===== src/rtl/commit_fifo.sv =====
`default_nettype none
// ============================================================================
//  Module   : commit_fifo
//  Brief    : Synchronous FIFO, power-of-two depth, wrap-bit full/empty.
//  Revision : 1.0
// ============================================================================
module commit_fifo #(
    parameter int WIDTH = 69,
    parameter int DEPTH = 8
) (
    input  logic             i_clk,
    input  logic             i_rst,
    input  logic             i_clear,
    input  logic             i_push,
    input  logic [WIDTH-1:0] i_data,
    input  logic             i_pop,
    output logic [WIDTH-1:0] o_data,
    output logic             o_empty,
    output logic             o_full
);
    localparam int c_aw = $clog2(DEPTH);

    logic [c_aw:0]      r_wptr;
    logic [c_aw:0]      r_rptr;
    logic [WIDTH-1:0]   r_mem [DEPTH];

    always_ff @(posedge i_clk or posedge i_rst) begin
        if (i_rst) begin
            r_wptr <= '0;
            r_rptr <= '0;
        end else if (i_clear) begin
            r_wptr <= '0;
            r_rptr <= '0;
        end else begin
            if (i_push) r_wptr <= r_wptr + 1'b1;
            if (i_pop)  r_rptr <= r_rptr + 1'b1;
        end
    end

    always_ff @(posedge i_clk) begin
        if (i_push && !i_clear) r_mem[r_wptr[c_aw-1:0]] <= i_data;
    end

    assign o_data  = r_mem[r_rptr[c_aw-1:0]];
    assign o_empty = (r_wptr == r_rptr);
    // Same slot but different lap means the writer is a full turn ahead.
    assign o_full  = (r_wptr[c_aw] != r_rptr[c_aw]) &&
                     (r_wptr[c_aw-1:0] == r_rptr[c_aw-1:0]);

endmodule
`default_nettype wire


===== config.mk =====
export PLATFORM = sky130hd
export DESIGN_NAME = commit_fifo
export DESIGN_NICKNAME = d
export VERILOG_FILES = /design/src/rtl/commit_fifo.sv
export SDC_FILE = /design/constraint.sdc
export NUM_CORES = 1
export LEC_CHECK = 0
export ABC_CLOCK_PERIOD_IN_PS = 7300
export CORE_MARGIN = 2
export CORE_UTILIZATION = 45
export DETAILED_ROUTE_END_ITERATION = 16
export MAX_ROUTING_LAYER = met4
export SLEW_MARGIN = 20
export SYNTH_ARGS = -nofsm -noshare
export SYNTH_HDL_FRONTEND = slang
export SYNTH_SLANG_ARGS = --single-unit

===== constraint.sdc =====
create_clock -name i_clk -period 7.3 [get_ports i_clk]
set_input_delay 0.73 -clock i_clk [delete_from_list [all_inputs] [get_ports i_clk]]
set_output_delay 0.73 -clock i_clk [all_outputs]
set_load 0.01 [all_outputs]

After elaboration in Yosys (flattened, before gate mapping):

Memories as Yosys holds them, arrays and structs flattened.
Cells that the tools add are included.

* register bits: 8
* latch bits: 0
* memory bits (writable): 552
* bits in read-only memories: 0
* input bits: 74
* word-level logic and storage cells: 19
* memories: 1

* add/sub/neg operators: 2
* multiply operators: 0
* div/mod/pow operators: 0
* $lt $le $gt $ge: 0
* eq/ne operators: 3
* shift-type cells: 0
* mux-type cells: 6
* bitwise gates (word level): 0
* reduce and logical (&&, ||, !) cells: 5

Memory list
* r_mem: depth 8, width 69, rd ports 1, clocked after Yosys merged registers in 0, write ports 1, line 25 `logic [WIDTH-1:0] r_mem [DEPTH];`

Operator list (count)
* two-way mux 4 bit: 4
* adder 4 x 1 -> 4 bit, second input constant: 2
* equality test 4 bit: 1
* nonzero test 2 bit: 2
* equality test 3 bit: 1
* logical AND 1 bit: 2
* two-way mux 1 bit: 2
* zero test 1 bit: 1
* inequality test 1 bit: 1

Longest topological paths before layout:

* depth after elaboration: 4
* mapped depth: 6

Least setup slack after synthesis:

Ideal clock, no wire load.

* path type: in2reg
* start point: in i_clear
* end point: mem r_mem[0][0], enable pin
* data arrival time: 6.094 ns
* slack: 0.625 ns
* stages: 3
* buffers on the path: 1
* cell sequence: clkbuf_1 > or3b_2 > nor3_1

* cells in the longest elaborated chain, start to end: 4

Ends and longest elaborated chain
* start, declared: line 13 `input logic i_clear,`
* zero test 1 bit: line 41 `if (i_push && !i_clear) r_mem[r_wptr[c_aw-1:0]] <= i_data;`
* logical AND 1 bit: line 41
* two-way mux 1 bit: line 41
* two-way mux 1 bit (implied by the code): line 41
* end, declared: line 25

Every way passes these cells.

Worst setup path in the final report:

* start point: reg r_rptr[0]
* end point: out o_data[4]

* cells in the longest elaborated chain, start to end: 1

Ends and longest elaborated chain
* start, declared: line 24 `logic [c_aw:0] r_rptr;`
* start signal, assigned: line 36 `if (i_pop) r_rptr <= r_rptr + 1'b1;`
* memory (8 x 69 bit)
* end, declared: line 17 `output logic [WIDTH-1:0] o_data,`

Every way passes these cells.

==> impl_metrics.ini <==
[cts]
cts_tree = yes
path_clk_slew_ns = 0.06
cts-buffers-inserted = 57
cts_resized = 0
cts_hold_buf = 0
post_cts_buffers = 0
cts.htree.levels = 2
root_buffer = clkbuf_16
clock_sinks = 560
clock_latency_ns = 0.61
clock_path_buffers = 3

[power_and_ir_drop]
leakagePower_uw = 0.00781
ir_drop_mv = 0.172
power_density_nw_per_um2 = 281

[sta]
max-slew-margin-rel_pct = 29.5
tightest_slew_ns = 1.06
setup_viol = 0
final.setup.tns_ns = 0
finClkSkew_ns = 0.0126
maxSlewViolCount = 0
min_period_over_period_pct = 58.8
fmax_mhz = 233
finalHoldViolCount = 0
rsz0062_at_grt = false
finalWorstPathRequiredPeriod_ns = 4.29

[layout]
multi_input_area_um2 = 4200
syn_to_final_growth_pct = 19.6
fill_cells = 3550
drive_gt1_share_pct = 29.8
stdcell_area_um2 = 25300
finalNonFillerCells = 1689
regArea_um2 = 16800
fin_nets = 1108

[setup_path]
crit_type = reg -> out
worstSetupEndpointType = primary output
crit_fanout = 39
crit_path_start_kind = flip-flop
cp.arrival_ns = 3.56
ff2ff_path_depth = 3
cp.required_ns = 6.57

[global_routing]
first_global_vias = 9608
grt_pass1_wl_um = 62300
grt_antenna_before_repair = 2
grt_overflow_total = 0
grt_max_degree = 80
grt_usage_pct = 17.8

[floorplanning]
die_h_um = 221
num_rows = 79
ios = 145
die_area_um2 = 48800
fp.dieW_um = 221
core_area_um2 = 46500
start_util_pct = 45.6

[synthesis]
yosys_warnings = 0
synth_top_cell_by_area = edfxtp_1
syn-num-nets = 929
synth_top_area_share_pct = 78.3
synth.avg_cell_area_um2 = 24.8
synth_cell_type_count = 22
ys_seq_elements = 560
syn_area_um2 = 21200
synth_area_leaders = edfxtp_1 78%, mux4_2 15%, mux2_2 3.7%, dfrtp_1 0.95%, buf_6 0.53%
yosysSeqAreaShare_pct = 79.2
syn_inst = 853

[drt]
wirelength_um = 41900
vias = 9182
first_iter_violations = 702
ant_nets = 0
dr.pass1.iters = 4
wire_per_inst_um = 24.8
remaining_drc_errors = 0
vias_per_cell = 5.44

[run]
drv_cap = 0

[placement]
gp_congestion = 0.688
port_buffers = 144
placed_cell_area_um2 = 23400
hpwl_um = 21000
place_inst = 1579

[min_path]
hp-class = in -> async

[outcome]
status = completed
area by class of cell:
class                      instances  area share [%]
tap                              607            3.00
antenna                            2          0.0198
multi-input combinational        249            16.6
sequential                       560            66.3
inverter                           1          0.0148
timing repair buffer             163            6.48
clock inverter                    39            1.65
clock buffer                      68            5.96
cells in the mapped netlist:
library cell	n
nor2b_1	1
xnor2_1	6
inv_1	1
xor2_1	4
nor2_1	15
buf_2	14
nand3_1	1
or3b_2	1
nor3_1	2
clkbuf_1	18
nand4_1	2
buf_6	10
buf_1	1
mux2_2	69
nand3b_1	1
ha_1	2
mux2i_1	2
nand2_1	3
edfxtp_1	552
mux4_2	138
dfrtp_1	8
nand2b_1	2
cells in the final DEF, fill, tap and decap left out:
| cell type | n |
|---|---|
| edfxtp_1 | 552 |
| clkdlybuf4s50_1 | 144 |
| mux4_2 | 138 |
| mux2_2 | 69 |
| clkbuf_16 | 59 |
| buf_4 | 15 |
| clkinv_1 | 14 |
| clkinv_2 | 12 |
| nor2_1 | 9 |
| clkbuf_1 | 9 |
| bufinv_16 | 9 |
| xnor2_1 | 6 |
| nor2_4 | 6 |
| dfrtp_1 | 5 |
| xor2_1 | 4 |
| nand2_1 | 3 |
| inv_6 | 3 |
| buf_12 | 3 |
| dfrtp_4 | 3 |
| diode_2 | 2 |
| mux2i_1 | 2 |
| nand2b_1 | 2 |
| nor3_2 | 2 |
| nand4_1 | 2 |
| ha_1 | 2 |
| nand3b_1 | 1 |
| or3b_2 | 1 |
| nand3_1 | 1 |
| nor2b_1 | 1 |
| inv_1 | 1 |
| clkinvlp_4 | 1 |
| buf_16 | 1 |
path summary, 6_finish.rpt:
path / endpoint / slack [ns] / startpoint
max: o_data[4] / 3.01 / r_rptr[0]$_DFFE_PP0P_
min: r_rptr[2]$_DFFE_PP0P_ / 0.39 / i_rst
max reg2reg: r_mem[3][41]$_DFFE_PP_ / 4.39 / r_wptr[2]$_DFFE_PP0P_
min reg2reg: r_wptr[3]$_DFFE_PP0P_ / 0.57 / r_wptr[3]$_DFFE_PP0P_
max in group asynchronous: r_rptr[0]$_DFFE_PP0P_ / 6.64 / i_rst
min in group i_clk: r_wptr[3]$_DFFE_PP0P_ / 0.57 / r_wptr[3]$_DFFE_PP0P_
kinds of logic (layout without fill, tap and decap cells):
group,after synthesis,in the layout,share of synthesized area [%]
buffers and inverters,44,271,1.22
other,0,2,0
flip-flops,560,560,79.2
AND/OR/NAND/NOR,28,28,0.614
multiplexers,209,209,18.4
adder cells (fa/ha/maj),2,2,0.118
XOR/XNOR,10,10,0.413
flip-flops by register name, indices dropped and copies added, names as in the netlist:
| register | flops |
|---|---|
| r_wptr | 4 |
| r_mem | 552 |
| r_rptr | 4 |
report_power, final:
group	switching [uW]	internal [uW]	total, uW
registers	31.8	3580	3610
logic	230	294	524
clock network	1190	1790	2970
through the flow:
stage	hold slack, ns	setup WS, ns	util (%)	power [uW]
2_1_floorplan	0.525	0.625	-	3970
3_3_place_gp	0.554	3.48	50.3	4210
3_5_place_dp	0.565	3.44	50.3	4220
4_1_cts	0.356	2.87	54.4	7200
5_1_grt	0.397	2.75	54.5	7350
6_report	0.387	3.01	54.5	7110
critical path: stages (launching register included):
cell and delay, ns:
dfrtp_4 0.76, buf_4 0.75, mux4_2 0.59, mux2_2 0.30, clkdlybuf4s50_1 0.49
routing by layer:
layer	global-route usage, %	wire (um)	vias up
li1	-	-	4006
met4	5.26	767	0
met1	24.8	18800	4922
met3	3.39	1920	58
met5	-	0	-
met2	26.9	20400	196
No activity file was read; power rests on OpenSTA's default activity.
==> variant, RTL diff (same settings) <==
Change the parameter `DEPTH` from 8 to 16.
--- a/src/rtl/commit_fifo.sv
+++ b/src/rtl/commit_fifo.sv
@@ -7,5 +7,5 @@
 module commit_fifo #(
     parameter int WIDTH = 69,
-    parameter int DEPTH = 8
+    parameter int DEPTH = 16
 ) (
     input  logic             i_clk,
Function: same outputs for any inputs over 4 cycles, from zero or initial values and one cycle with i_rst high; that may be too few to reach the edited logic, so the function may still have changed.
==> variant against the original RTL <==
Sequential cell count increased by 554. Clock power increased by 82%. Synthesized area increased by 100%. Synthesized cell count increased by 120%. Design area increased by 94%. Total power increased by 88%. Wire length increased by 130%. Global-route usage increased by 2.9 points. Setup slack got worse by 1300 ps. Largest power group unchanged. Highest routed layer unchanged.
==> variant: results (changes against the original RTL) <==
Power and ir drop
  – Static Leak: 14.6 nW (was 7.81 nW)
  – Max VDD drop: 0.000184 V (was 0.000172 V)

Layout
  – Filler instances: 7361 (was 3550)
  – Clock network share of area: 6.97% (was 7.61%)
  – # nets final: 2178 (was 1108)
  – Bufs w/o clock: 183 (was 163)
  – Multi-input gates: 687 (was 249)
  – Clock buf count: 130 (was 68)
  – Fraction of area in registers: 68.1% (was 66.3%)

Routing
  – Wire per inst: 28.2 um (was 24.8 um)
  – DR vias: 20030 (was 9182)
  – Via-to-Cell Ratio: 5.78 (was 5.44)
  – First DRT Iteration DRCs: 1667 (was 702)
  – Met3 WL: 6250 um (was 1920 um)
  – Detail Route met2 WL: 48700 um (was 20400 um)
  – Metal-1 WL: 41200 um (was 18800 um)

STA
  – Clock period minus worst slack: 5590 ps (was 4290 ps)
  – Clock Skew: 24.9 ps (was 12.6 ps)
  – Worst hold slack: 336 ps (was 387 ps)
  – Worst slew pin tran: 1110 ps (was 1060 ps)

Global route
  – Vias in the first global route: 21131 (was 9608)
  – Initial antenna violation count: 12 (was 2)
  – GRT Overall Usage: 20.6% (was 17.8%)
  – Largest net degree at the start of global routing: 131 (was 80)

CTS
  – CTS buffer count: 109 (was 57)
  – Total clock sinks: 1114 (was 560)
  – H-tree levels: 3 (was 2)
  – Clk Latency, worst-skew pair: 670 ps (was 610 ps)

Yosys
  – Cells after Synth: 1917 (was 853)
  – XOR/XNOR Fraction of Synth Area: 0.245% (was 0.413%)
  – Post-synthesis adder-cell area fraction: 0.146% (was 0.118%)
  – Compound-Gate Fraction of Synth Area: 3.45% (was 0%)
  – Netlist cell types: 29 (was 22)
  – Fraction of synthesized area in multiplexers: 16.0% (was 18.4%)
  – Asr flop ratio synth: 0.898% (was 1.43%)
  – Top post-synthesis cells by area: edfxtp_1, mux4_2, mux2i_1 (was edfxtp_1, mux4_2, mux2_2)

Placement
  – Pre-CTS setup slack: 2320 ps (was 3440 ps)
  – Routability cong.: 0.705 (was 0.688)
  – Placed Cells: 3253 (was 1579)
  – Hpwl dp: 45900 um (was 21000 um)
  – Post-DP Area: 45600 um^2 (was 23400 um^2)

Setup path
  – Crit-path max FO: 42 (was 39)
  – CP max stage delay: 930 ps (was 760 ps)

Status
  – Status: finished, final reports clean (unchanged)
## variant: worst paths after layout
path | startpoint | endpoint | cells after the start
max in group asynchronous | i_rst | r_rptr[3]$_DFFE_PP0P_ | 2
setup reg to reg | r_wptr[2]$_DFFE_PP0P_ | r_mem[15][32]$_DFFE_PP_ | 3
min in group i_clk | r_rptr[4]$_DFFE_PP0P_ | r_rptr[4]$_DFFE_PP0P_ | 2
hold reg to reg | r_rptr[4]$_DFFE_PP0P_ | r_rptr[4]$_DFFE_PP0P_ | 2
setup / recovery | r_rptr[0]$_DFFE_PP0P_ | o_data[11] | 6
hold / removal | i_rst | r_rptr[4]$_DFFE_PP0P_ | 2
## variant: layer usage
metal	vias up	GRT usage, %
met2	568	33.3
met1	10771	27.4
met4	0	4.52
met3	118	4.12
li1	8573	-
met5	-	-
## variant: where the power goes
part	total (mW)	switching (mW)	internal, mW
combinational	0.867	0.448	0.420
sequential	7.11	0.0304	7.08
clock	5.40	2.30	3.10
total	13.4	2.78	10.6
